==> src/rtl/serial_adder_word_driver.sv <==
// Word-level front end for a 1-bit serial adder.
// Streams operands LSB-first and collects the serial sum into a parallel word.
module serial_adder_word_driver #(
    parameter int WIDTH = 8
) (
    input  logic             clk,
    input  logic             rst,
    input  logic             in_valid,
    output logic             in_ready,
    input  logic [WIDTH-1:0] in_a,
    input  logic [WIDTH-1:0] in_b,
    output logic             ser_a,
    output logic             ser_b,
    output logic             ser_clr,
    input  logic             ser_sum,
    output logic             out_valid,
    input  logic             out_ready,
    output logic [WIDTH-1:0] out_sum,
    output logic             out_carry
);

    localparam int CW = $clog2(WIDTH + 1);

    typedef enum logic [1:0] {
        IDLE,
        SHIFT,
        DONE
    } state_t;

    state_t           state;
    logic [WIDTH:0]   sh_a;
    logic [WIDTH:0]   sh_b;
    logic [WIDTH:0]   res;
    logic [WIDTH:0]   res_next;
    logic [CW-1:0]    cnt;

    // The zero-padded top bit makes the last shift cycle present a=b=0,
    // so the adder's returned sum on that cycle is its carry-out.
    assign ser_a    = sh_a[0];
    assign ser_b    = sh_b[0];
    assign res_next = {ser_sum, res[WIDTH:1]};

    // Control FSM with registered handshake, carry-clear and result outputs.
    always_ff @(posedge clk or posedge rst) begin
        if (rst) begin
            state     <= IDLE;
            sh_a      <= '0;
            sh_b      <= '0;
            res       <= '0;
            cnt       <= '0;
            in_ready  <= 1'b1;
            ser_clr   <= 1'b1;
            out_valid <= 1'b0;
            out_sum   <= '0;
            out_carry <= 1'b0;
        end else begin
            unique case (state)
                IDLE: begin
                    if (in_valid && in_ready) begin
                        sh_a     <= {1'b0, in_a};
                        sh_b     <= {1'b0, in_b};
                        res      <= '0;
                        cnt      <= '0;
                        in_ready <= 1'b0;
                        ser_clr  <= 1'b0;
                        state    <= SHIFT;
                    end
                end
                SHIFT: begin
                    sh_a <= sh_a >> 1;
                    sh_b <= sh_b >> 1;
                    res  <= res_next;
                    cnt  <= cnt + 1'b1;
                    if (cnt == CW'(WIDTH)) begin
                        ser_clr   <= 1'b1;
                        out_valid <= 1'b1;
                        out_sum   <= res_next[WIDTH-1:0];
                        out_carry <= res_next[WIDTH];
                        state     <= DONE;
                    end
                end
                DONE: begin
                    if (out_ready) begin
                        out_valid <= 1'b0;
                        in_ready  <= 1'b1;
                        state     <= IDLE;
                    end
                end
                default: begin
                    state <= IDLE;
                end
            endcase
        end
    end

endmodule

==> config.mk <==
export PLATFORM = sky130hd
export DESIGN_NAME = serial_adder_word_driver
export DESIGN_NICKNAME = d
export VERILOG_FILES = /design/src/rtl/serial_adder_word_driver.sv
export SDC_FILE = /design/constraint.sdc
export NUM_CORES = 1
export LEC_CHECK = 0
export ABC_AREA = 1
export CORE_ASPECT_RATIO = 0.8
export CORE_MARGIN = 1
export CORE_UTILIZATION = 45
export DETAILED_ROUTE_END_ITERATION = 8
export GPL_TIMING_DRIVEN = 0
export PLACE_DENSITY = 0.76
export SYNTH_ARGS = -nofsm -noshare
export SYNTH_HDL_FRONTEND = slang
export SYNTH_SLANG_ARGS = --single-unit
==> constraint.sdc <==
create_clock -name clk -period 3 [get_ports clk]
set_input_delay 0.3 -clock clk [delete_from_list [all_inputs] [get_ports clk]]
set_output_delay 0.3 -clock clk [all_outputs]
set_load 0.01 [all_outputs]
==> flow_metrics.tcl, run 1 <==
set metrics [dict create \
    status "completed" \
    ys_top_cells_by_area "dfrtp_1 51%, nand2_1 22%, nand3_1 12%" \
    min_to "ser_clr$_DFFE_PP1P_" \
    synth_edf_count 0 \
    numClockSinks 42 \
    leakage_nw 1.31 \
    overflow 0 \
    yosysSeqAreaShare_pct 53.6 \
    p_clk_share_pct 18.5 \
    rsz0062_at_grt "no" \
    place_hpwl_um 2750 \
    max_stage_delay_ns 0.56 \
    wl_met3_um 229 \
    setup_tns_ns 0 \
    hold_violations 0 \
    fp.coreArea_um2 4180 \
    grt_usage_pct 20.4 \
    finClkSkew_ns 0.00920 \
    final-setup-viol-count 0 \
    routed.top_layer "met4" \
    synth_cells 244 \
    mostFrequentLayoutCells "116 x nand2_1, 48 x nand3_1, 40 x dfrtp_1" \
    cts_resized 0 \
    r2r_cells 8 \
    cts_root_buffer "clkbuf_8" \
    whs_path_depth 2 \
    crit_type "reg2out" \
    fin_crit_sh_pct 56.2 \
    synth_compound_area_share_pct 1.02 \
    via_per_inst 4.86 \
    synth_top_area_share_pct 50.9 \
    cts.path.max_buffers 2 \
    synth_nets 267 \
    vias 1667 \
    synth_top_family_by_area "simple AND/OR/NAND/NOR gates" \
    layoutNonFillerInstCount 343 \
    min-delay-start "ser_clr$_DFFE_PP1P_" \
    wl_per_cell_um 11.8 \
    crit_fanout 3 \
    worstReg2RegStart "cnt[0]$_DFFE_PP0P_" \
    crit_slowest_cell "dfstp_2" \
    p_per_area_nw_per_um2 989 \
    yosys_warnings 0 \
    arrival_ns 1.39 \
    place_congestion 0.751 \
    yosysTopAreaCell "dfrtp_1" \
    worst_pin_slew_ns 0.845 \
    finalMaxSlewViolations 0 \
    synth-xor-area-share_pct 0 \
    critPathTopFamily "flip-flops" \
    hold_path_class "reg2reg" \
    path_clk_slew_ns 0.08 \
    power_frac_comb_pct 42.6 \
    yosys.area_share.simple_pct 38.1 \
    dpl_cell_area_um2 2380 \
    layout_commonest_cell "nand2_1" \
    period_needed_ns 1.69 \
    drt_iter0_markers 101 \
    antenna_left 0 \
    fp.dieH_um 61.1 \
    ys_types 18 \
    fmax_mhz 593 \
    nNetsFinal 308 \
    intPower_w 0.00152 \
    cts_inserted_buffers 5 \
    tritoncts "done" \
    die_w_um 75.9 \
    synth-seq-cells 42 \
    end_kind "output port" \
    die-area_um2 4640 \
    wl_met1_um 1980 \
    drcViolationCount 0 \
    r2r_slack_ns 1.63 \
    drt_first_pass_iters 4 \
    grt_max_degree 43 \
    dp.cells 335 \
    synth.mux.area_fraction_pct 0 \
    rows 21 \
    cts_setup_buffers 0 \
    required_ns 2.70 \
    grt_pass1_vias 1485 \
    reg2reg_to "out_sum[3]$_DFFE_PP0P_" \
    wl_met2_um 1780 \
    cap_violations 0 \
    ys_async_sr_fraction_pct 100 \
    timing.hold.ws_ns 0.468 \
    areaGrowthSynthToFinish_pct 26.7 \
    p_sw_w 0.000945 \
    cp-start-kind "register" \
    synthAdderAreaFrac_pct 1.27 \
    cts-htree-levels 2 \
    vdd_ir_drop_max_uv 447 \
    initial_core_util_pct 47.1 \
    finalInstanceArea_um2 2490 \
    drt_wl_total_um 4030 \
    syn_area_um2 1970 \
    ctsHoldBuffers 0 \
    grt_pass1_wl_um 6970 \
    crit_chain "clkdlybuf4s50_1" \
    insertion_delay_ns 0.30 \
    port_buffers 34 \
    antenna_found_initial 0 \
    io-pin-count 35 \
    drive_above_1_share_pct 11.5 \
    antenna_cells 0 \
    synthFlopType "dfrtp_1" \
    seq_power_share_pct 39.0 \
    critPathBufInv 1 \
    swShare_pct 38.4 \
    fillers 393 \
    syn_avg_cell_area_um2 8.06 \
    maxSlewHeadroom_pct 43.6 \
]
-- area by class of cell --
class	count	area (um2)	area share (%)
Multi-Input combinational cell	179	793	31.9
Tap cell	57	71.3	2.86
Buffer	13	81.3	3.27
Inverter	10	37.5	1.51
Clock buffer	5	68.8	2.76
Clock inverter	3	43.8	1.76
Timing Repair Buffer	34	340	13.7
Sequential cell	42	1050	42.3
-- worst max path at each step --
stage	from	to	slack [ns]	depth (start not counted)
floorplan	rst	cnt[0]$_DFFE_PP0P_	1.73	1
global placement	rst	sh_b[3]$_DFFE_PP0P_	0.86	2
detailed placement	in_valid	sh_b[3]$_DFFE_PP0P_	1.50	8
CTS	in_ready$_DFFE_PP1P_	in_ready	1.30	1
global route	in_ready$_DFFE_PP1P_	in_ready	1.27	1
finish	in_ready$_DFFE_PP1P_	in_ready	1.31	1
-- kinds of logic (layout without fill, tap and decap cells) --
group	count (synthesis)	in the layout
AND/OR/NAND/NOR	173	173
flip-flops	42	42
buffers and inverters	23	65
AO/OA/AOI/OAI	4	4
adder cells (fa/ha/maj)	2	2
-- Yosys cell counts, types with 2 or more instances --
master	number
inv_1	8
ha_1	2
dfrtp_1	40
dfstp_2	2
nand2_1	116
nand3_1	48
buf_2	8
buf_4	4
inv_2	2
o21ai_0	4
nand2_2	3
-- sequential cells by signal, summed over array words and instances, names as in the netlist --
register	flops
out_sum	8
res	8
sh_a	8
sh_b	8
cnt	4
state	2
in_ready	1
out_carry	1
out_valid	1
ser_clr	1
-- per-stage QoR --
| step | utilization, % | power, W | worst slack, ns |
|---|---|---|---|
| after global placement | 56.9 | 0.00199 | 0.857 |
| after CTS | 59.6 | 0.00248 | 1.30 |
| after global routing | 59.6 | 0.00267 | 1.27 |
| after detailed placement | 56.9 | 0.00202 | 1.50 |
| final | 59.6 | 0.00246 | 1.31 |
| after floorplan | - | 0.00166 | 1.73 |
-- routing by layer --
metal / GRT usage [%] / up-vias
li1: - / 851
met1: 30.1 / 772
met2: 29.7 / 40
met3: 5.40 / 4
met4: 5.56 / 0
met5: 0 / -
-- power by group through the flow --
stage	logic (W)	clock network (W)	registers [W]
floorplan	0.000689	0	0.000972
global placement	0.00103	0	0.000964
detailed placement	0.00105	0	0.000969
CTS	0.00106	0.000464	0.000959
global route	0.00120	0.000487	0.000991
finish	0.00105	0.000454	0.000959
(Power assumes the default switching activity.)
==> inputs of run 2 (changes only) <==
--- a/config.mk
+++ b/config.mk
@@ -11,7 +11,7 @@
 export CORE_UTILIZATION = 45
 export DETAILED_ROUTE_END_ITERATION = 8
 export GPL_TIMING_DRIVEN = 0
-export PLACE_DENSITY = 0.76
+export PLACE_DENSITY = 0.79
 export SYNTH_ARGS = -nofsm -noshare
 export SYNTH_HDL_FRONTEND = slang
 export SYNTH_SLANG_ARGS = --single-unit
==> constraint.sdc (replaced) <==
create_clock -name clk -period 1.5 [get_ports clk]
set_input_delay 0.15 -clock clk [delete_from_list [all_inputs] [get_ports clk]]
set_output_delay 0.15 -clock clk [all_outputs]
set_load 0.01 [all_outputs]
==> run 2 against run 1 <==
  * Register-to-register slack worse by 1.5 ns
  * Clock-buffer cell count increased by 1
  * Highest routed layer unchanged
  * Largest cell class unchanged
  * Critical path depth up 5
  * Design area down 0.90%
  * Clock skew is 0.0033 ns higher
  * Sequential power rose by 100%
  * Combinational power up 99%
  * First-iteration DRC count grew 47%
  * Non-clock buffer count unchanged
  * Via count up 1.3%
==> flow_metrics.tcl, run 2 (same netlist as run 1, synthesis figures left out) <==
set metrics [dict create \
    arrival_ns 1.64 \
    layoutNonFillerInstCount 343 \
    p_per_area_nw_per_um2 1920 \
    status "completed" \
    wl_per_cell_um 12.0 \
    r2r_slack_ns 0.10 \
    required_ns 1.74 \
    leakage_nw 1.31 \
    place_hpwl_um 2820 \
    fin_ws_ns 0.104 \
    cp-start-kind "register" \
    reg2reg_to "out_sum[5]$_DFFE_PP0P_" \
    drt_first_pass_iters 4 \
    period_needed_ns 1.40 \
    r2r_cells 6 \
    hold_path_class "in2async" \
    dp.cells 335 \
    die_w_um 75.9 \
    fp.coreArea_um2 4180 \
    cap_violations 0 \
    cts_root_buffer "clkbuf_8" \
    grt_pass1_wl_um 6600 \
    nNetsFinal 308 \
    drive_above_1_share_pct 11.5 \
    place_congestion 0.747 \
    rsz0062_at_grt "no" \
    drcViolationCount 0 \
    numClockSinks 42 \
    initial_core_util_pct 47.1 \
    via_per_inst 4.92 \
    antenna_found_initial 0 \
    finClkSkew_ns 0.0125 \
    maxSlewHeadroom_pct 43.4 \
    ctsHoldBuffers 0 \
    antenna_left 0 \
    drt_wl_total_um 4130 \
    crit_type "reg2reg" \
    antenna_cells 0 \
    die-area_um2 4640 \
    vias 1689 \
    insertion_delay_ns 0.30 \
    tritoncts "done" \
    overflow 0 \
    areaGrowthSynthToFinish_pct 25.5 \
    end_kind "register" \
    fmax_mhz 716 \
    grt_max_degree 43 \
    fp.dieH_um 61.1 \
    cts_inserted_buffers 5 \
    rows 21 \
    worst_pin_slew_ns 0.848 \
    finalMaxSlewViolations 0 \
    pre_cts_slack_ns 0.0967 \
    worstReg2RegStart "cnt[0]$_DFFE_PP0P_" \
    drt_iter0_markers 148 \
    hold_violations 0 \
    vdd_ir_drop_max_uv 842 \
    setup_tns_ns 0 \
    cts.path.max_buffers 2 \
    layout_commonest_cell "nand2_1" \
    grt_usage_pct 19.3 \
    path_clk_slew_ns 0.08 \
    grt_pass1_vias 1464 \
    cts-htree-levels 2 \
    final-setup-viol-count 0 \
    mostFrequentLayoutCells "116 x nand2_1, 48 x nand3_1, 40 x dfrtp_1" \
    fin_crit_sh_pct 93.1 \
    io-pin-count 35 \
    port_buffers 34 \
    total_power_w 0.00474 \
    crit_fanout 9 \
]
[run 2: critical path, stage by stage, from the launching register on]
cell,delay (ns)
dfrtp_1,0.44
inv_1,0.10
ha_1,0.18
nand3_1,0.10
nor2_2,0.33
nand2_1,0.11
nand2_1,0.08
[run 2: what timing repair did]
item / CTS / global route
resized for setup: 1 / 2
gates cloned: 0 / 0
pin swaps: 0 / 0
endpoints found under the setup margin: 1 / 8
buffers inserted: 0 / 0
[run 2: cell type report]
type / count / area (um2)
fillers: 374 / 1710
flip-flops and latches: 42 / 1050
multi-input cells: 179 / 796
repair buffers: 34 / 342
plain buffers: 13 / 81.3
clock buffers: 6 / 72.6
well taps: 57 / 71.3
inverters: 10 / 37.5
clock inverters: 2 / 13.8
[run 2: power by group]
group	switching (W)	internal [W]	total (W)
Sequential	0.000314	0.00161	0.00193
Clock	0.000388	0.000328	0.000716
Combinational	0.00118	0.000916	0.00209
Total	0.00188	0.00286	0.00474
[run 2: worst max path at each step]
stage	cells after the start	endpoint	from	slack [ns]
floorplan	8	out_sum[1]$_DFFE_PP0P_	cnt[0]$_DFFE_PP0P_	0.27
global placement	2	out_sum[3]$_DFFE_PP0P_	rst	-0.48
detailed placement	8	out_carry$_DFFE_PP0P_	cnt[0]$_DFFE_PP0P_	0.1
CTS	1	ser_clr	ser_clr$_DFFE_PP1P_	0.0002
global route	6	out_sum[3]$_DFFE_PP0P_	cnt[0]$_DFFE_PP0P_	0.01
finish	6	out_sum[5]$_DFFE_PP0P_	cnt[0]$_DFFE_PP0P_	0.10
[run 2: through the flow]
stage                     util, %  instance area, um2  hold slack [ns]
after CTS                    58.9                2460            0.370
after global routing         59.1                2470            0.451
after floorplan                 -                1970            0.258
final                        59.1                2470            0.338
after detailed placement     56.9                2380            0.455
after global placement       56.9                2380            0.452
[run 2: per-layer routing]
layer	up-vias	share of wire (%)	global-route usage [%]
met5	-	0	0
met4	0	1.3	7.94
met3	5	5.6	3.93
met2	48	46	29.2
met1	785	47	27.5
li1	851	-	-
==> inputs of run 3 (changes only) <==
--- a/config.mk
+++ b/config.mk
@@ -6,8 +6,8 @@
 export NUM_CORES = 1
 export LEC_CHECK = 0
 export ABC_AREA = 1
-export CORE_ASPECT_RATIO = 0.8
-export CORE_MARGIN = 1
+export CORE_ASPECT_RATIO = 1.4
+export CORE_MARGIN = 2
 export CORE_UTILIZATION = 45
 export DETAILED_ROUTE_END_ITERATION = 8
 export GPL_TIMING_DRIVEN = 0
==> run 3 against run 2 <==
  * Design area is 0.30% lower
  * Clock power rose by 6.4%
  * Sequential cell count is the same
  * Register-to-register slack improved by 0.04 ns
  * Wire length is 2.6% higher
  * Die area increased by 6.1%
  * Global-route usage rose by 0.42 points
  * Largest power group unchanged
  * Highest routed layer unchanged
==> flow_metrics.tcl, run 3 (same netlist as run 1, synthesis figures left out) <==
set metrics [dict create \
    status "completed" \
    grt_pass1_wl_um 7330 \
    insertion_delay_ns 0.31 \
    r2r_slack_ns 0.14 \
    critPathBufInv 1 \
    layoutNonFillerInstCount 331 \
    dpl_cell_area_um2 2360 \
    end_kind "output port" \
    drt_first_pass_iters 4 \
    vdd_ir_drop_max_uv 878 \
    setup_tns_ns 0 \
    arrival_ns 1.23 \
    cts-htree-levels 2 \
    place_congestion 0.844 \
    cts_inserted_buffers 5 \
    fillers 369 \
    startpoint "out_valid$_DFFE_PP0P_" \
    io-pin-count 35 \
    worst_pin_slew_ns 0.841 \
    port_buffers 34 \
    finClkSkew_ns 0.0108 \
    areaGrowthSynthToFinish_pct 25.1 \
    antenna_left 0 \
    place_hpwl_um 2920 \
    nNetsFinal 308 \
    dp.cells 323 \
    grt_usage_pct 19.8 \
    timing.hold.ws_ns 0.321 \
    finalInstanceArea_um2 2460 \
    fp.coreArea_um2 4200 \
    die_w_um 59.9 \
    drt_iter0_markers 181 \
    worstReg2RegStart "cnt[0]$_DFFE_PP0P_" \
    critPathTopFamily "buffers and inverters" \
    fp.dieH_um 82.2 \
    period_needed_ns 1.38 \
    die-area_um2 4920 \
    grt_pass1_vias 1716 \
    drcViolationCount 0 \
    worstSetupEndpoint "out_valid" \
    final-setup-viol-count 0 \
    layout_commonest_cell "nand2_1" \
    finalMaxSlewViolations 0 \
    leakage_nw 1.30 \
    via_per_inst 5.11 \
    cts.path.max_buffers 2 \
    crit_slowest_cell "clkdlybuf4s50_1" \
    r2r_cells 8 \
    ctsHoldBuffers 0 \
    path_clk_slew_ns 0.09 \
    grt_max_degree 43 \
    vias 1691 \
    hold_violations 0 \
    max_stage_delay_ns 0.55 \
    overflow 0 \
    total_power_w 0.00479 \
    drive_above_1_share_pct 12.2 \
    initial_core_util_pct 46.8 \
    cp-start-kind "register" \
    drt_wl_total_um 4230 \
    antenna_found_initial 0 \
    wl_per_cell_um 12.8 \
    rows 28 \
    reg2reg_to "out_sum[0]$_DFFE_PP0P_" \
    hold_path_class "in2async" \
    numClockSinks 42 \
    fin_crit_sh_pct 91.9 \
    rsz0062_at_grt "no" \
    antenna_cells 0 \
    cap_violations 0 \
    mostFrequentLayoutCells "116 x nand2_1, 48 x nand3_1, 40 x dfrtp_1" \
    fmax_mhz 725 \
    maxSlewHeadroom_pct 43.9 \
    crit_fanout 2 \
    cts_root_buffer "clkbuf_8" \
    tritoncts "done" \
    p_per_area_nw_per_um2 1950 \
    required_ns 1.35 \
    cp.depth 1 \
    crit_chain "clkdlybuf4s50_1" \
    crit_type "reg2out" \
    cts_setup_buffers 0 \
]
run 3: changes by cell type in the layout (fill, tap and decap cells not counted), sizes merged:
cell          previous run  this run
clkinv                   2         0
clkinvlp                 0         2
dlymetal6s2s             1         0
dlygate4sd2              1         2
inv                     10        11
clkbuf                   6         5
run 3: layout make-up:
class / instances / area [um2] / share of cell area [%]
well taps: 45 / 56.3 / 2.29
plain buffers: 13 / 81.3 / 3.31
repair buffers: 34 / 338 / 13.7
inverters: 10 / 37.5 / 1.53
flip-flops and latches: 42 / 1050 / 42.8
clock inverters: 3 / 23.8 / 0.966
clock buffers: 5 / 68.8 / 2.80
multi-input cells: 179 / 801 / 32.6
run 3: metal layers:
metal	global-route usage (%)	routed length (um)
met1	23.7	1900
met2	34.2	2050
met3	4.36	208
met4	7.33	67
met5	0	0
run 3: timing repair:
action | CTS | global route
cloned | 0 | 0
resized for setup | 2 | 3
endpoints found under the setup margin | 2 | 9
run 3: worst min path at each step:
stage / cells past startpoint / endpoint / slack [ns] / startpoint
4_1_cts: 2 / res[8]$_DFFE_PP0P_ / 0.36 / rst
5_1_grt: 2 / out_sum[6]$_DFFE_PP0P_ / 0.43 / rst
6_report: 2 / res[8]$_DFFE_PP0P_ / 0.32 / rst
3_3_place_gp: 2 / ser_clr$_DFFE_PP1P_ / 0.46 / ser_clr$_DFFE_PP1P_
2_1_floorplan: 1 / state[1]$_DFFE_PP0P_ / 0.26 / out_ready
3_5_place_dp: 2 / ser_clr$_DFFE_PP1P_ / 0.46 / ser_clr$_DFFE_PP1P_
run 3: through the flow:
stage | setup slack [ns] | utilization, %
floorplan | 0.272 | -
global placement | -0.457 | 56.2
detailed placement | 0.128 | 56.2
CTS | 0.100 | 58.3
global route | 0.0132 | 58.5
finish | 0.121 | 58.5
run 3: report_power, final:
group,switching (W),internal (W)
logic,0.00118,0.000912
registers,0.000323,0.00161
clock network,0.000429,0.000333
